<file path="src/rtl/ex_stage_alu_arb.sv">
// ex_stage_alu_arb: two-port arbiter for a shared ALU with a 2-entry in-order response FIFO.
module ex_stage_alu_arb #(
  parameter int ALU_W = 12,
  parameter int BJ_W = 8,
  parameter int TAG_W = 4,
  parameter int STARVE_LIMIT = 4
) (
  input  logic             clk,
  input  logic             rst,
  input  logic             req0_valid,
  output logic             req0_ready,
  input  logic [63:0]      req0_op1,
  input  logic [63:0]      req0_op2,
  input  logic [ALU_W-1:0] req0_alu_info,
  input  logic             req0_word,
  input  logic [TAG_W-1:0] req0_tag,
  input  logic             req1_valid,
  output logic             req1_ready,
  input  logic [63:0]      req1_op1,
  input  logic [63:0]      req1_op2,
  input  logic [ALU_W-1:0] req1_alu_info,
  input  logic             req1_word,
  input  logic [TAG_W-1:0] req1_tag,
  output logic [63:0]      alu_op1,
  output logic [63:0]      alu_op2,
  output logic [ALU_W-1:0] alu_info,
  output logic             alu_is_word,
  input  logic [63:0]      alu_result,
  input  logic [BJ_W-1:0]  alu_bj,
  output logic             rsp_valid,
  input  logic             rsp_ready,
  output logic             rsp_id,
  output logic [TAG_W-1:0] rsp_tag,
  output logic [63:0]      rsp_result,
  output logic [BJ_W-1:0]  rsp_bj
);
  typedef struct packed {
    logic             id;
    logic [TAG_W-1:0] tag;
    logic [63:0]      result;
    logic [BJ_W-1:0]  bj;
  } entry_t;
  entry_t mem [2];
  logic wptr, rptr;
  logic [1:0] count;
  logic [2:0] starve_cnt;
  logic space, pri1, grant0, grant1, push, pop;
  // grants are gated by rst so nothing is accepted or driven while reset is held
  always_comb begin
    space = (count < 2'd2) | rsp_ready;
    pri1 = (starve_cnt == 3'(STARVE_LIMIT)) & req1_valid;
    grant0 = rst & space & req0_valid & !pri1;
    grant1 = rst & space & req1_valid & (pri1 | !req0_valid);
    req0_ready = grant0;
    req1_ready = grant1;
    alu_op1 = grant0 ? req0_op1 : grant1 ? req1_op1 : '0;
    alu_op2 = grant0 ? req0_op2 : grant1 ? req1_op2 : '0;
    alu_info = grant0 ? req0_alu_info : grant1 ? req1_alu_info : '0;
    alu_is_word = grant0 ? req0_word : grant1 & req1_word;
    push = grant0 | grant1;
    pop = rsp_valid & rsp_ready;
  end
  assign rsp_valid = count != 2'd0;
  assign {rsp_id, rsp_tag, rsp_result, rsp_bj} = mem[rptr];
  always_ff @(posedge clk or negedge rst) begin
    if (!rst) begin
      mem[0] <= '0;
      mem[1] <= '0;
      wptr <= 1'b0;
      rptr <= 1'b0;
      count <= 2'd0;
      starve_cnt <= 3'd0;
    end else begin
      if (push) mem[wptr] <= '{grant1, grant1 ? req1_tag : req0_tag, alu_result, alu_bj};
      if (push) wptr <= !wptr;
      if (pop) rptr <= !rptr;
      count <= count + 2'(push) - 2'(pop);
      if (grant1 | !req1_valid) starve_cnt <= 3'd0;
      else if (starve_cnt != 3'(STARVE_LIMIT)) starve_cnt <= starve_cnt + 3'd1;
    end
  end
endmodule

</file>
<file path="config.mk">
export PLATFORM = sky130hd
export DESIGN_NAME = ex_stage_alu_arb
export DESIGN_NICKNAME = d
export VERILOG_FILES = /design/src/rtl/ex_stage_alu_arb.sv
export SDC_FILE = /design/constraint.sdc
export NUM_CORES = 1
export LEC_CHECK = 0
export CAP_MARGIN = 20
export CORE_AREA = 5 5 227 229
export CTS_CLUSTER_DIAMETER = 200
export CTS_CLUSTER_SIZE = 12
export DETAILED_ROUTE_END_ITERATION = 8
export DIE_AREA = 0 0 232 234
export SETUP_SLACK_MARGIN = 0.15
export SYNTH_ARGS = -nofsm -noshare
export SYNTH_HDL_FRONTEND = slang
export SYNTH_SLANG_ARGS = --single-unit
</file>
<file path="constraint.sdc">
create_clock -name clk -period 3.1 [get_ports clk]
set_input_delay 0.465 -clock clk [delete_from_list [all_inputs] [get_ports clk]]
set_output_delay 0.465 -clock clk [all_outputs]
set_load 0.01 [all_outputs]
</file>
# After elaboration in Yosys (flattened, before gate mapping)
# Index checks and enable logic that the tools add are counted.
# classes
n_addsub	3
order_cmp	4
n_eq_ne	2
n_mux	16
n_bitwise	14
reduce_logical	8
# op_table
operator	n
77-bit 2-to-1 mux	4
64-bit 2-to-1 mux	4
154-bit bitwise mux	1
77-bit demux with 1-bit select	1
12-bit 2-to-1 mux	2
1-bit bitwise AND	8
3-bit 2-to-1 mux	2
1-bit zero test	5
2-bit greater-or-equal comparator, second input constant	2
4-bit 2-to-1 mux	1
1-bit inverter with 2-bit output	2
1-bit bitwise OR	4
2-bit nonzero test	2
3-bit by 1-bit adder with 3-bit output, second input constant	1
3-bit equality test, second input constant	1
3-bit inequality test, second input constant	1
2-bit by 1-bit adder with 2-bit output	1
2-bit by 1-bit less-than comparator with 1-bit output, second input constant	1
2-bit less-than comparator, second input constant	1
2-bit by 1-bit subtractor with 2-bit output	1
1-bit logical AND	1
1-bit 2-to-1 mux	1
# word_totals
regBits	161
input_bits	367
output_inout_bits	221
wordCells	59

# Depth between registers and ports, before layout
# logic_depth
depth_word	8
ltp_mapped	8
depth_no_buf	5

# Least setup slack after synthesis
# OpenSTA, ideal clock, no wires.
# synth_timing
path_kind	register -> output
start	register starve_cnt[0]
end	output port alu_op2[10]
arrival_time_ns	1.762
required_time_ns	2.635
slack_ns	0.873
path_stages_with_launch	9
n_path_buf	3
cell_sequence	dfrtp_1 inv_1 ha_1 and2_1 clkbuf_1 buf_2 buf_2 o211ai_1 a21oi_1
# synth_via
elab_chain_cells	6
elab_cells_between_ends	8
classes_between	eq/ne: 1; mux: 2; bitwise: 4; reduce/logical: 1
# synth_lines
element	line	rtl
from (decl)	46	logic [2:0] starve_cnt;
from (signal assigned)	79	else if (starve_cnt != 3'(STARVE_LIMIT)) starve_cnt <= starve_cnt + 3'd1;
3-bit equality test (*)	51	pri1 = (starve_cnt == 3'(STARVE_LIMIT)) & req1_valid;
1-bit bitwise AND (*)	51	
1-bit bitwise OR	53	grant1 = rst & space & req1_valid & (pri1 | !req0_valid);
1-bit bitwise AND	53	
64-bit 2-to-1 mux	57	alu_op2 = grant0 ? req0_op2 : grant1 ? req1_op2 : '0;
64-bit 2-to-1 mux (*)	57	
to (decl)	25	output logic [63:0] alu_op2,
# Mark *: on every way between the ends. The rest lies on a longest branch, timed or not.

# Worst setup path after layout
# layout_timing
start	register rptr
end	output port rsp_result[62]
# layout_via
elab_chain_cells	4
# layout_lines
element	line	rtl
from (decl)	44	logic wptr, rptr;
from (signal assigned)	76	if (pop) rptr <= !rptr;
1-bit inverter with 2-bit output (not written as such)	64	assign {rsp_id, rsp_tag, rsp_result, rsp_bj} = mem[rptr];
77-bit 2-to-1 mux (not written as such) (3 in series)	64	
to (decl)	34	output logic [63:0] rsp_result,
# Every way passes these cells. The select of a mux whose other input is x is not followed.

==> impl_metrics.env <==
export IMPL_gr_layer_usage_met3=0.0449
export IMPL_post_place_cells=2185
export IMPL_firstDrtPassIters=5
export IMPL_core_area_sq_um=49500
export IMPL_maxCapViolCount=0
export IMPL_route_detailed_drc=0
export IMPL_critical_path_max_fanout=35
export IMPL_post_synth_instance_area_sq_um=10100
export IMPL_drt_iter0_markers=662
export IMPL_clock_sinks=161
export IMPL_synth_seq_cells=161
export IMPL_syn_inst=1010
export IMPL_asyncSetResetFlopFracSynth=1.00
export IMPL_synth_yosys_warnings=0
export IMPL_critPathLaunchType="register"
export IMPL_syn_to_final_growth_pct=75.0
export IMPL_final_period_minus_worst_setup_slack_ns=2.85
export IMPL_hold_path_class="in2async"
export IMPL_die_height_um=234
export IMPL_p_per_area_nw_per_um2=706
export IMPL_tightestPinTransition_ns=0.701
export IMPL_grt_max_degree=103
export IMPL_dieArea_sq_um=54300
export IMPL_grt_pass1_vias=11088
export IMPL_dp_final_hpwl_mm=37.3
export IMPL_portBuffers=587
export IMPL_yosys_top_cells_area="sky130_fd_sc_hd__dfrtp_1 (40%), sky130_fd_sc_hd__mux2_2 (23%), sky130_fd_sc_hd__o211ai_1 (11%)"
export IMPL_grt_met1_usage=0.213
export IMPL_final_setup_worst_slack_ns=0.245
export IMPL_ir_worst_vdd_v=0.000324
export IMPL_fraction_of_final_layout_cells_with_drive_strength_greater_than_1=0.202
export IMPL_clockBufferDepth=2
export IMPL_setup_tns_final_ns=0
export IMPL_cp_required_ns=2.63
export IMPL_cts_buffers=17
export IMPL_layout_nets=1918
export IMPL_fin_worst_hold_slack_ns=0.0363
export IMPL_grt_setup_unrepaired="false"
export IMPL_drt_wirelength_per_cell_um=22.2
export IMPL_critPathKind="reg2out"
export IMPL_grt_usage=0.171
export IMPL_timing_fmax_mhz=350
export IMPL_gpl_final_weighted_congestion=0.908
export IMPL_count_of_standard_cell_rows=82
export IMPL_viasPerCell=4.80
export IMPL_antenna_violations_before_repair=18
export IMPL_cts_htree_levels=4
export IMPL_max_slew_margin=0.533
export IMPL_post_synth_top_area_cell="sky130_fd_sc_hd__dfrtp_1"
export IMPL_worst_setup_hold_path_clk_slew_ns=0.07
export IMPL_grt_overflow_total=0
export IMPL_synth_top_cell_area_share=0.400
export IMPL_top_usage_layer="met2"
export IMPL_start_util=0.204
export IMPL_period_share=0.921
export IMPL_postRouteWirelength_mm=49.7
export IMPL_antenna_left=0
export IMPL_post_layout_total_power_mw=12.5
export IMPL_total_leakage_power_nw=7.06
export IMPL_most_common_flop_cell_mapped_by_yosys="sky130_fd_sc_hd__dfrtp_1"
export IMPL_synthesis_area_per_instance_sq_um=9.98
export IMPL_setup_viol_count_final=0
export IMPL_grt_pass1_wl_mm=70.9
export IMPL_dpl_worst_slack_ns=0.141
export IMPL_dr_total_vias=10770
export IMPL_cts_root_buf="sky130_fd_sc_hd__clkbuf_16"
export IMPL_timing_critical_path_to_type="output port"
export IMPL_result_of_the_run="finished, final reports clean"
export IMPL_worst_skew_pair_late_latency_ns=0.43
export IMPL_tritoncts_clock_tree="built"
export IMPL_layout_filler_cells=5037
export IMPL_slew_viol_final=0
export IMPL_die_width_um=232
export IMPL_fin_cells=2245
export IMPL_synth_edff_count=0
export IMPL_synth_sequential_area_ratio=0.400
export IMPL_final_setup_skew_ns=0.0117
export IMPL_synth_distinct_cells=40
export IMPL_cp_data_arrival_time_ns=2.39
export IMPL_number_of_hold_violations_in_the_final_report=0
export IMPL_top_level_ports=588
export IMPL_synth_nets=1380
export IMPL_met2_global_route_usage=0.287
[sequential cells by signal (all words and copies together) (netlist names)]
register and cells:
mem 154, count 2, wptr 1, starve_cnt 3
rptr 1
[area by class of cell]
class,instances,area (sq um),area share
tap,672,841,0.0477
clock inverter,10,171,0.00971
sequential,161,4030,0.229
multi-input combinational,717,5530,0.313
inverter,7,28.8,0.00163
timing repair buffer,644,6530,0.370
antenna,12,30.0,0.00170
clock buffer,22,484,0.0274
[placed cells by master, fill, tap and decap left out, drive strengths merged, types with 9 or more instances in the layout]
master,n
clkdlybuf4s50,443
mux2,220
dfrtp,161
o211ai,144
nand3,144
a21oi,143
dlygate4sd2,132
buf,58
clkbuf,25
diode,12
inv,10
a31oi,9
[where the power goes]
| part | internal (mW) | total, mW | leakage [nW] | switching, mW |
|---|---|---|---|---|
| registers | 3.16 | 3.77 | 1.90 | 0.609 |
| clock network | 1.45 | 2.33 | 0.318 | 0.882 |
| logic | 3.81 | 6.35 | 4.84 | 2.54 |
[metal layers]
layer / vias up / part of all wire
met1: 5334 / 0.40
li1: 4915 / -
met4: 4 / 0.027
met5: - / 0.00048
met2: 453 / 0.50
met3: 64 / 0.070
[critical path: stages, from the launching register on]
cell                              delay (ns)
sky130_fd_sc_hd__dfrtp_4                0.81
sky130_fd_sc_hd__buf_12                 0.24
sky130_fd_sc_hd__mux2_2                 0.35
sky130_fd_sc_hd__clkdlybuf4s50_1        0.52
[worst paths after layout]
check / from / to / slack, ns / cells past startpoint
setup reg to reg: wptr / mem[53] / 1.03 / 4
min in group clk: mem[90] / mem[90] / 0.48 / 1
max in group asynchronous: rst / starve_cnt[2] / 2.36 / 2
hold / removal: rst / mem[98] / 0.04 / 2
setup / recovery: rptr / rsp_result[62] / 0.25 / 3
hold reg to reg: mem[90] / mem[90] / 0.48 / 1
[synthesized netlist by cell type (3+ instances only)]
cell                       count
sky130_fd_sc_hd__mux2_2      206
sky130_fd_sc_hd__dfrtp_1     161
sky130_fd_sc_hd__o211ai_1    144
sky130_fd_sc_hd__a21oi_1     143
sky130_fd_sc_hd__nand3_1     143
sky130_fd_sc_hd__clkbuf_1     91
sky130_fd_sc_hd__buf_2        19
sky130_fd_sc_hd__mux2_1       14
sky130_fd_sc_hd__a31oi_1       9
sky130_fd_sc_hd__a41oi_1       8
sky130_fd_sc_hd__buf_1         7
sky130_fd_sc_hd__buf_6         6
sky130_fd_sc_hd__inv_1         6
sky130_fd_sc_hd__nand2_1       6
sky130_fd_sc_hd__nand4_1       5
sky130_fd_sc_hd__o31ai_1       4
sky130_fd_sc_hd__buf_4         3
sky130_fd_sc_hd__ha_1          3
sky130_fd_sc_hd__o21ai_0       3
sky130_fd_sc_hd__or2_2         3
[per-stage QoR]
step | area, sq um | utilization
global placement | 16800 | 0.339
CTS | 17600 | 0.355
floorplan | 10100 | -
detailed placement | 16800 | 0.339
global route | 17600 | 0.357
finish | 17600 | 0.357
[cell families (layout without fill, tap and decap cells)]
logic type                 after synthesis  in the layout  synth area share
AOI/OAI and AO/OA                      322            322             0.204
DFF                                    161            161             0.400
muxes                                  220            220             0.246
buffers and inverters                  133            683            0.0575
other                                    0             12                 0
and+or+nand+nor                        169            170            0.0871
xor gates and xnor gates                 2              2           0.00174
adders and majority gates                3              3           0.00372
[repair_timing]
action,CTS,global route
resized for setup,148,11
hold buffers,1,0
setup endpoints to repair,143,10
gates cloned,4,1
pin swaps,7,4
setup buffers,9,0
endpoints found under the hold margin,35,0
Note: power is estimated with default switching activity, not from simulation.
